===== src/rtl/iq_sweep_pkg.sv =====
// Shared state encoding, default widths and sizing helper for the IQ frequency-sweep controller.
package iq_sweep_pkg;

    typedef enum logic [1:0] {
        S_IDLE   = 2'd0,
        S_SETTLE = 2'd1,
        S_ACCUM  = 2'd2,
        S_OUTPUT = 2'd3
    } sweep_state_t;

    localparam int DEF_PHASE_W       = 32;
    localparam int DEF_DATA_W        = 14;
    localparam int DEF_STEP_W        = 16;
    localparam int DEF_SETTLE_CYCLES = 1024;
    localparam int DEF_ACC_LOG2      = 4;

    function automatic int cnt_width(input int n);
        return (n > 1) ? $clog2(n) : 1;
    endfunction

endpackage


===== src/rtl/iq_sweep_if.sv =====
// Host/IQModule-facing bundle of the sweep controller: config, control, samples, phase and results.
// Host side owns start/abort/cfg/samples/res_ready; the controller owns phase, results and status.
interface iq_sweep_if
    import iq_sweep_pkg::*;
#(
    parameter int PHASE_W = DEF_PHASE_W,
    parameter int DATA_W  = DEF_DATA_W,
    parameter int STEP_W  = DEF_STEP_W
);
    logic                     start;
    logic                     abort;
    logic [PHASE_W-1:0]       cfg_start_inc;
    logic [PHASE_W-1:0]       cfg_step_inc;
    logic [STEP_W-1:0]        cfg_num_steps;
    logic [PHASE_W-1:0]       phase_inc;
    logic signed [DATA_W-1:0] i_in;
    logic signed [DATA_W-1:0] q_in;
    logic                     filt_valid;
    logic                     res_valid;
    logic                     res_ready;
    logic signed [DATA_W-1:0] res_i;
    logic signed [DATA_W-1:0] res_q;
    logic [STEP_W-1:0]        res_idx;
    logic                     busy;
    logic                     done;

    modport master (
        output start, abort, cfg_start_inc, cfg_step_inc, cfg_num_steps,
        output i_in, q_in, filt_valid, res_ready,
        input  phase_inc, res_valid, res_i, res_q, res_idx, busy, done
    );

    modport slave (
        input  start, abort, cfg_start_inc, cfg_step_inc, cfg_num_steps,
        input  i_in, q_in, filt_valid, res_ready,
        output phase_inc, res_valid, res_i, res_q, res_idx, busy, done
    );
endinterface


===== src/rtl/iq_avg_accum.sv =====
// Dual signed I/Q accumulator averaging 2**ACC_LOG2 samples; o_full/o_avg_* include the current enabled sample.
// Zero-latency accumulate on i_en; no backpressure, caller gates i_en.
module iq_avg_accum #(
    parameter int DATA_W   = 14,
    parameter int ACC_LOG2 = 4
) (
    input  logic                     clk,
    input  logic                     rst,
    input  logic                     i_clr,
    input  logic                     i_en,
    input  logic signed [DATA_W-1:0] i_i,
    input  logic signed [DATA_W-1:0] i_q,
    output logic                     o_full,
    output logic signed [DATA_W-1:0] o_avg_i,
    output logic signed [DATA_W-1:0] o_avg_q
);
    localparam int SUM_W = DATA_W + ACC_LOG2;
    localparam int CNT_W = ACC_LOG2 + 1;
    localparam logic [CNT_W-1:0] LAST_CNT = CNT_W'((1 << ACC_LOG2) - 1);

    logic signed [SUM_W-1:0] r_acc_i;
    logic signed [SUM_W-1:0] r_acc_q;
    logic [CNT_W-1:0]        r_cnt;
    logic signed [SUM_W-1:0] w_sum_i;
    logic signed [SUM_W-1:0] w_sum_q;

    // Running sum including this cycle's sample, so the average is ready at the last sample's edge.
    assign w_sum_i = r_acc_i + SUM_W'(i_i);
    assign w_sum_q = r_acc_q + SUM_W'(i_q);
    assign o_full  = i_en && (r_cnt == LAST_CNT);
    assign o_avg_i = DATA_W'(w_sum_i >>> ACC_LOG2);
    assign o_avg_q = DATA_W'(w_sum_q >>> ACC_LOG2);

    always_ff @(posedge clk) begin
        if (rst || i_clr) begin
            r_acc_i <= '0;
            r_acc_q <= '0;
            r_cnt   <= '0;
        end else if (i_en) begin
            r_acc_i <= w_sum_i;
            r_acc_q <= w_sum_q;
            r_cnt   <= r_cnt + CNT_W'(1);
        end
    end
endmodule


===== src/rtl/iq_sweep_controller.sv =====
// Steps the NCO phase increment, settles, averages I/Q and emits one result per step; all outputs registered.
// Result held on res_valid until res_ready; phase does not advance while the result is stalled.
module iq_sweep_controller
    import iq_sweep_pkg::*;
#(
    parameter int PHASE_W       = DEF_PHASE_W,
    parameter int DATA_W        = DEF_DATA_W,
    parameter int STEP_W        = DEF_STEP_W,
    parameter int SETTLE_CYCLES = DEF_SETTLE_CYCLES,
    parameter int ACC_LOG2      = DEF_ACC_LOG2
) (
    input logic       CLK,
    input logic       reset,
    iq_sweep_if.slave bus
);
    localparam int SCNT_W = cnt_width(SETTLE_CYCLES);
    localparam logic [SCNT_W-1:0] SETTLE_RELOAD = SCNT_W'(SETTLE_CYCLES - 1);

    sweep_state_t             r_state;
    sweep_state_t             w_next_state;
    logic [SCNT_W-1:0]        r_settle_cnt;
    logic [PHASE_W-1:0]       r_phase_inc;
    logic [PHASE_W-1:0]       r_step_inc;
    logic [STEP_W-1:0]        r_num_steps;
    logic [STEP_W-1:0]        r_step_idx;
    logic signed [DATA_W-1:0] r_res_i;
    logic signed [DATA_W-1:0] r_res_q;
    logic [STEP_W-1:0]        r_res_idx;
    logic                     r_done;

    logic                     w_settle_zero;
    logic                     w_last_step;
    logic                     w_acc_en;
    logic                     w_full;
    logic signed [DATA_W-1:0] w_avg_i;
    logic signed [DATA_W-1:0] w_avg_q;
    logic                     w_cfg_load;
    logic                     w_empty_sweep;
    logic                     w_sweep_begin;
    logic                     w_settle_dec;
    logic                     w_acc_clr;
    logic                     w_capture;
    logic                     w_step_next;
    logic                     w_finish;

    assign w_settle_zero = (r_settle_cnt == '0);
    assign w_last_step   = (r_step_idx == r_num_steps - STEP_W'(1));
    assign w_acc_en      = (r_state == S_ACCUM) && bus.filt_valid;

    iq_avg_accum #(
        .DATA_W   (DATA_W),
        .ACC_LOG2 (ACC_LOG2)
    ) u_accum (
        .clk     (CLK),
        .rst     (reset),
        .i_clr   (w_acc_clr),
        .i_en    (w_acc_en),
        .i_i     (bus.i_in),
        .i_q     (bus.q_in),
        .o_full  (w_full),
        .o_avg_i (w_avg_i),
        .o_avg_q (w_avg_q)
    );

    always_ff @(posedge CLK) begin
        if (reset) r_state <= S_IDLE;
        else       r_state <= w_next_state;
    end

    always_comb begin
        w_next_state = r_state;
        case (r_state)
            S_IDLE:   if (bus.start && bus.cfg_num_steps != '0) w_next_state = S_SETTLE;
            S_SETTLE: if (w_settle_zero) w_next_state = S_ACCUM;
            S_ACCUM:  if (w_full) w_next_state = S_OUTPUT;
            S_OUTPUT: if (bus.res_ready) w_next_state = w_last_step ? S_IDLE : S_SETTLE;
            default:  w_next_state = S_IDLE;
        endcase
        if (bus.abort) w_next_state = S_IDLE;
    end

    // Abort suppresses every datapath update, so phase and results keep their last values.
    always_comb begin
        w_cfg_load    = 1'b0;
        w_empty_sweep = 1'b0;
        w_sweep_begin = 1'b0;
        w_settle_dec  = 1'b0;
        w_acc_clr     = 1'b0;
        w_capture     = 1'b0;
        w_step_next   = 1'b0;
        w_finish      = 1'b0;
        if (!bus.abort) begin
            case (r_state)
                S_IDLE: begin
                    w_cfg_load    = bus.start;
                    w_empty_sweep = bus.start && (bus.cfg_num_steps == '0);
                    w_sweep_begin = bus.start && (bus.cfg_num_steps != '0);
                end
                S_SETTLE: begin
                    w_settle_dec = !w_settle_zero;
                    w_acc_clr    = w_settle_zero;
                end
                S_ACCUM:  w_capture = w_full;
                S_OUTPUT: begin
                    w_finish    = bus.res_ready && w_last_step;
                    w_step_next = bus.res_ready && !w_last_step;
                end
                default: ;
            endcase
        end
    end

    always_ff @(posedge CLK) begin
        if (reset) begin
            r_settle_cnt <= '0;
            r_phase_inc  <= '0;
            r_step_inc   <= '0;
            r_num_steps  <= '0;
            r_step_idx   <= '0;
            r_res_i      <= '0;
            r_res_q      <= '0;
            r_res_idx    <= '0;
            r_done       <= 1'b0;
        end else begin
            r_done <= w_empty_sweep || w_finish;
            if (w_cfg_load) begin
                r_step_inc  <= bus.cfg_step_inc;
                r_num_steps <= bus.cfg_num_steps;
            end
            if (w_sweep_begin) begin
                r_phase_inc  <= bus.cfg_start_inc;
                r_step_idx   <= '0;
                r_settle_cnt <= SETTLE_RELOAD;
            end
            if (w_settle_dec) r_settle_cnt <= r_settle_cnt - SCNT_W'(1);
            if (w_capture) begin
                r_res_i   <= w_avg_i;
                r_res_q   <= w_avg_q;
                r_res_idx <= r_step_idx;
            end
            if (w_step_next) begin
                r_phase_inc  <= r_phase_inc + r_step_inc;
                r_step_idx   <= r_step_idx + STEP_W'(1);
                r_settle_cnt <= SETTLE_RELOAD;
            end
        end
    end

    assign bus.phase_inc = r_phase_inc;
    assign bus.res_valid = (r_state == S_OUTPUT);
    assign bus.busy      = (r_state != S_IDLE);
    assign bus.done      = r_done;
    assign bus.res_i     = r_res_i;
    assign bus.res_q     = r_res_q;
    assign bus.res_idx   = r_res_idx;
endmodule

===== src/flat_wrapper.sv =====
// flat-port wrapper written by rule: the top's interface ports become plain ports
module iq_sweep_controller_flat import iq_sweep_pkg::*;
#(
    parameter int PHASE_W       = DEF_PHASE_W,
    parameter int DATA_W        = DEF_DATA_W,
    parameter int STEP_W        = DEF_STEP_W,
    parameter int SETTLE_CYCLES = DEF_SETTLE_CYCLES,
    parameter int ACC_LOG2      = DEF_ACC_LOG2
)
  (CLK, reset, bus_start, bus_abort, bus_cfg_start_inc, bus_cfg_step_inc, bus_cfg_num_steps, bus_i_in, bus_q_in, bus_filt_valid, bus_res_ready, bus_phase_inc, bus_res_valid, bus_res_i, bus_res_q, bus_res_idx, bus_busy, bus_done);
  iq_sweep_if #(.PHASE_W(PHASE_W), .DATA_W(DATA_W), .STEP_W(STEP_W)) bus_i ();
  input logic CLK;
  input logic reset;
  input wire logic [$bits(bus_i.start)-1:0] bus_start;
  input wire logic [$bits(bus_i.abort)-1:0] bus_abort;
  input wire logic [$bits(bus_i.cfg_start_inc)-1:0] bus_cfg_start_inc;
  input wire logic [$bits(bus_i.cfg_step_inc)-1:0] bus_cfg_step_inc;
  input wire logic [$bits(bus_i.cfg_num_steps)-1:0] bus_cfg_num_steps;
  input wire logic [$bits(bus_i.i_in)-1:0] bus_i_in;
  input wire logic [$bits(bus_i.q_in)-1:0] bus_q_in;
  input wire logic [$bits(bus_i.filt_valid)-1:0] bus_filt_valid;
  input wire logic [$bits(bus_i.res_ready)-1:0] bus_res_ready;
  output wire logic [$bits(bus_i.phase_inc)-1:0] bus_phase_inc;
  output wire logic [$bits(bus_i.res_valid)-1:0] bus_res_valid;
  output wire logic [$bits(bus_i.res_i)-1:0] bus_res_i;
  output wire logic [$bits(bus_i.res_q)-1:0] bus_res_q;
  output wire logic [$bits(bus_i.res_idx)-1:0] bus_res_idx;
  output wire logic [$bits(bus_i.busy)-1:0] bus_busy;
  output wire logic [$bits(bus_i.done)-1:0] bus_done;
  assign bus_i.start = bus_start;
  assign bus_i.abort = bus_abort;
  assign bus_i.cfg_start_inc = bus_cfg_start_inc;
  assign bus_i.cfg_step_inc = bus_cfg_step_inc;
  assign bus_i.cfg_num_steps = bus_cfg_num_steps;
  assign bus_i.i_in = bus_i_in;
  assign bus_i.q_in = bus_q_in;
  assign bus_i.filt_valid = bus_filt_valid;
  assign bus_i.res_ready = bus_res_ready;
  assign bus_phase_inc = bus_i.phase_inc;
  assign bus_res_valid = bus_i.res_valid;
  assign bus_res_i = bus_i.res_i;
  assign bus_res_q = bus_i.res_q;
  assign bus_res_idx = bus_i.res_idx;
  assign bus_busy = bus_i.busy;
  assign bus_done = bus_i.done;
  iq_sweep_controller #(.PHASE_W(PHASE_W), .DATA_W(DATA_W), .STEP_W(STEP_W), .SETTLE_CYCLES(SETTLE_CYCLES), .ACC_LOG2(ACC_LOG2)) u_core (.CLK(CLK), .reset(reset), .bus(bus_i));
endmodule

===== config.mk =====
export PLATFORM = sky130hd
export DESIGN_NAME = iq_sweep_controller_flat
export DESIGN_NICKNAME = d
export VERILOG_FILES = /design/src/rtl/iq_sweep_pkg.sv /design/src/rtl/iq_sweep_if.sv /design/src/rtl/iq_avg_accum.sv /design/src/rtl/iq_sweep_controller.sv /design/src/flat_wrapper.sv
export SDC_FILE = /design/constraint.sdc
export NUM_CORES = 1
export LEC_CHECK = 0
export CAP_MARGIN = 25
export CORE_MARGIN = 5
export CORE_UTILIZATION = 25
export CTS_CLUSTER_DIAMETER = 40
export DETAILED_ROUTE_END_ITERATION = 7
export GPL_TIMING_DRIVEN = 1
export PLACE_DENSITY = 0.5
export SYNTH_ARGS = -nofsm -noshare
export SYNTH_HDL_FRONTEND = slang
export SYNTH_HIERARCHICAL = 1
export SYNTH_SLANG_ARGS = --single-unit

===== constraint.sdc =====
create_clock -name CLK -period 3.7 [get_ports CLK]
set_clock_uncertainty 0.05 [all_clocks]
set_input_delay 0.74 -clock CLK [delete_from_list [all_inputs] [get_ports CLK]]
set_output_delay 0.74 -clock CLK [all_outputs]
set_load 0.005 [all_outputs]

==> results of run 1 <==
## state kept, by name (all words and copies together), names as in the netlist
signal,count
u_core/u_accum/r_acc_i,18
u_core/u_accum/r_cnt,5
u_core/bus.res_i,14
u_core/r_step_idx,16
u_core/r_state,2
u_core/bus.done,1
u_core/u_accum/r_acc_q,18
u_core/bus.res_q,14
u_core/r_step_inc,32
u_core/bus.phase_inc,32
u_core/bus.res_idx,16
u_core/r_num_steps,16
u_core/r_settle_cnt,10
## logic make-up after synthesis
group / after synthesis / share of synthesized area, %
buffers and inverters: 149 / 6.259
DFF: 194 / 32.43
AOI/OAI and AO/OA: 390 / 21.89
xor gates and xnor gates: 79 / 5.893
adders and majority gates: 78 / 8.339
muxes: 32 / 2.706
and+or+nand+nor: 597 / 22.48
## synth_stat cells, types with 8 or more instances
library cell and number:
nand2_1 309, dfxtp_1 194, a21oi_1 187, nor2_1 121
ha_1 75, clkbuf_1 65, xnor2_1 47, o21ai_0 44
inv_1 33, buf_4 32, xor2_1 31, mux2i_1 29
nor3_1 27, a21o_1 25, a311oi_2 22, and3_1 21
nand3_1 21, nand4_1 15, nand3b_1 13, o21ai_1 13
a211oi_1 12, a31oi_1 11, nor2b_1 11, or3_1 10
nor4_1 8
## tightest hold or removal path, delay by kind of cell (launching register included)
kind	cells	cell delay, ns
AOI/OAI and AO/OA	1	0.05
DFF	1	0.31
and+or+nand+nor	1	0.05
## power by group
group | switching (uW) | internal [uW]
Clock | 900 | 1190
Combinational | 411 | 359
Sequential | 59.4 | 2150
Total | 1370 | 3700
## path summary, 6_finish.rpt
kind                                        startpoint                         end  slack, ns  cells past startpoint
worst min register to register     u_core/bus.res_i[2]         u_core/bus.res_i[2]       0.41                      2
worst min-delay path               u_core/bus.res_i[2]         u_core/bus.res_i[2]       0.41                      2
worst max register to register  u_core/r_settle_cnt[0]  u_core/u_accum/r_acc_q[10]       0.27                     10
worst max-delay path            u_core/r_settle_cnt[0]  u_core/u_accum/r_acc_q[10]       0.27                     10
## final cells by class
class                      count  area share, %
multi-input combinational   1176          49.40
sequential                   194          26.06
timing repair buffer         212          14.16
tap                          615          5.164
clock buffer                  22          3.182
clock inverter                10          1.150
inverter                      35         0.8816
## metrics by stage
step                hold slack (ns)  worst slack [ns]  cells
floorplan                    0.3900            0.5975   1519
global route                 0.4277           0.05220   2264
finish                       0.4075            0.2687   2264
global placement             0.3955            0.2222   2232
CTS                          0.4070            0.1716   2264
detailed placement           0.3958            0.1986   2232
## per-layer routing
metal  vias up  wire length (um)  GRT usage [%]
met5         -                47              0
met4         6               993          4.868
met3        49              1754          4.087
met2       203             17260          22.62
met1      5175             17720          18.19
li1       5532                 -              -
==> run summary, run 1 <==
Synth warn - 6
Max Buffers Root-to-Sink - 2
Antenna Violating Nets Remaining - 0
Register area - 0.003884 sq mm
Fin util - 31.34%
Crit-path cells - inv_1, ha_1, or3b_2, or3_1, nor3_1, nand2_1, nor3b_1, nor2_1, a32o_1, a211o_1
Number of vias in the routed layout - 10965
Gr usage total - 14.10%
Share of layout cells above drive strength 1 - 6.428%
Synthesized flop and latch total - 194
Most frequent cells in the layout - nand2_1, dfxtp_1, clkdlybuf4s50_1
Synth Cell Area - 0.01197 sq mm
Post-CTS Hold Buffers - 0
Post-route cell area - 0.01490 sq mm
First-pass GRT wire length - 59110 um
CTS resizes - 0
Num CTS Buffers - 17
Root Driver - clkbuf_16
Worst path max stage delay - 0.47 ns
CP max-delay cell - or3b_2
Num Clock Sinks - 194
Final worst-path cycle share - 92.74%
RSZ-0062 raised after global routing - no
Vias in the first global route - 10574
Async S/R FF share, synth - 0%
Core box area - 0.04755 sq mm
GRT overflow - 0
CTS tree - done
Post-DP HPWL - 27730 um
Most common cell after layout, fill and taps aside - nand2_1
DR pass1 iterations - 4
Setup crit start kind - flip-flop
Max Cap Viol - 0
# rows - 80
Pwr Total - 5071 uW
Rel. slew slack - 52.03%
Skew-Pair Late Insertion Delay - 0.48 ns
CP delay by family, top - simple AND/OR/NAND/NOR gates
Net count after synthesis - 1711
DRC Markers - 0
Drt wl/cell - 16.69 um
Largest net degree at the start of global routing - 58
Crit path max fanout - 9
P per Cell Area - 340.3 mW/mm^2
Multi-input gate area - 0.007361 sq mm
CTS clock-pin slew for the worst setup and hold paths - 0.08 ns
Max Fclk - 0.2914 GHz
Data arrival, critical path - 3.76 ns
Fillers - 5024
Predominant post-synthesis flop cell - dfxtp_1
H-tree depth - 4
Measured slew at the worst slew-check pin - 0.7132 ns
Die outline height - 228.9 um
Port-buffer cells - 192
Antenna Cells - 0
Starting Density - 25.18%
Yosys top cell by area - dfxtp_1
Sequential-to-total area share from yosys stat - 32.43%
Leakage - 0.005578 uW
Distinct cells, synth - 85
Required time worst endpoint - 4.03 ns
Final hold vios - 0
Overall routed net length - 37780 um
IO Count - 193
Peak supply drop - 0.0002044 V
Placer Congestion - 0.8454
DIE WIDTH - 228.9 um
DIE AREA - 0.05237 sq mm
Worst setup EP type - flip-flop
Crit path buf inv count - 1
Final Max Tran Viols - 0
Syn Inst Count - 1519
1st-iter DRT viols - 616
Avg Cell Area, Syn - 7.883 sq um
Status - finished, final reports clean
Via/cell ratio - 4.843
Initial antenna violation count - 3
Syn-to-layout area delta - 24.45%
Setup Buffers After CTS - 0
Setup violators final - 0
Setup CP Type - flip-flop to flip-flop
Setup TNS - 0 ns
Post-synth EDFFs - 0
Nets - 1828
Synth area leaders - dfxtp_1, nand2_1, ha_1, a21oi_1, nor2_1
Top cell type's share of synthesized area - 32.43%
Hold WC Path Type - flip-flop to flip-flop
Placed inst area - 0.01426 sq mm
Final Critical Period - 3.431 ns
No activity file was read; power rests on OpenSTA's default activity.
==> inputs of run 2 (changes only) <==
- SKIP_LAST_GASP: not set -> 1
==> results of run 2 <==
Final layout, timing and power as in run 1 (identical DEF).
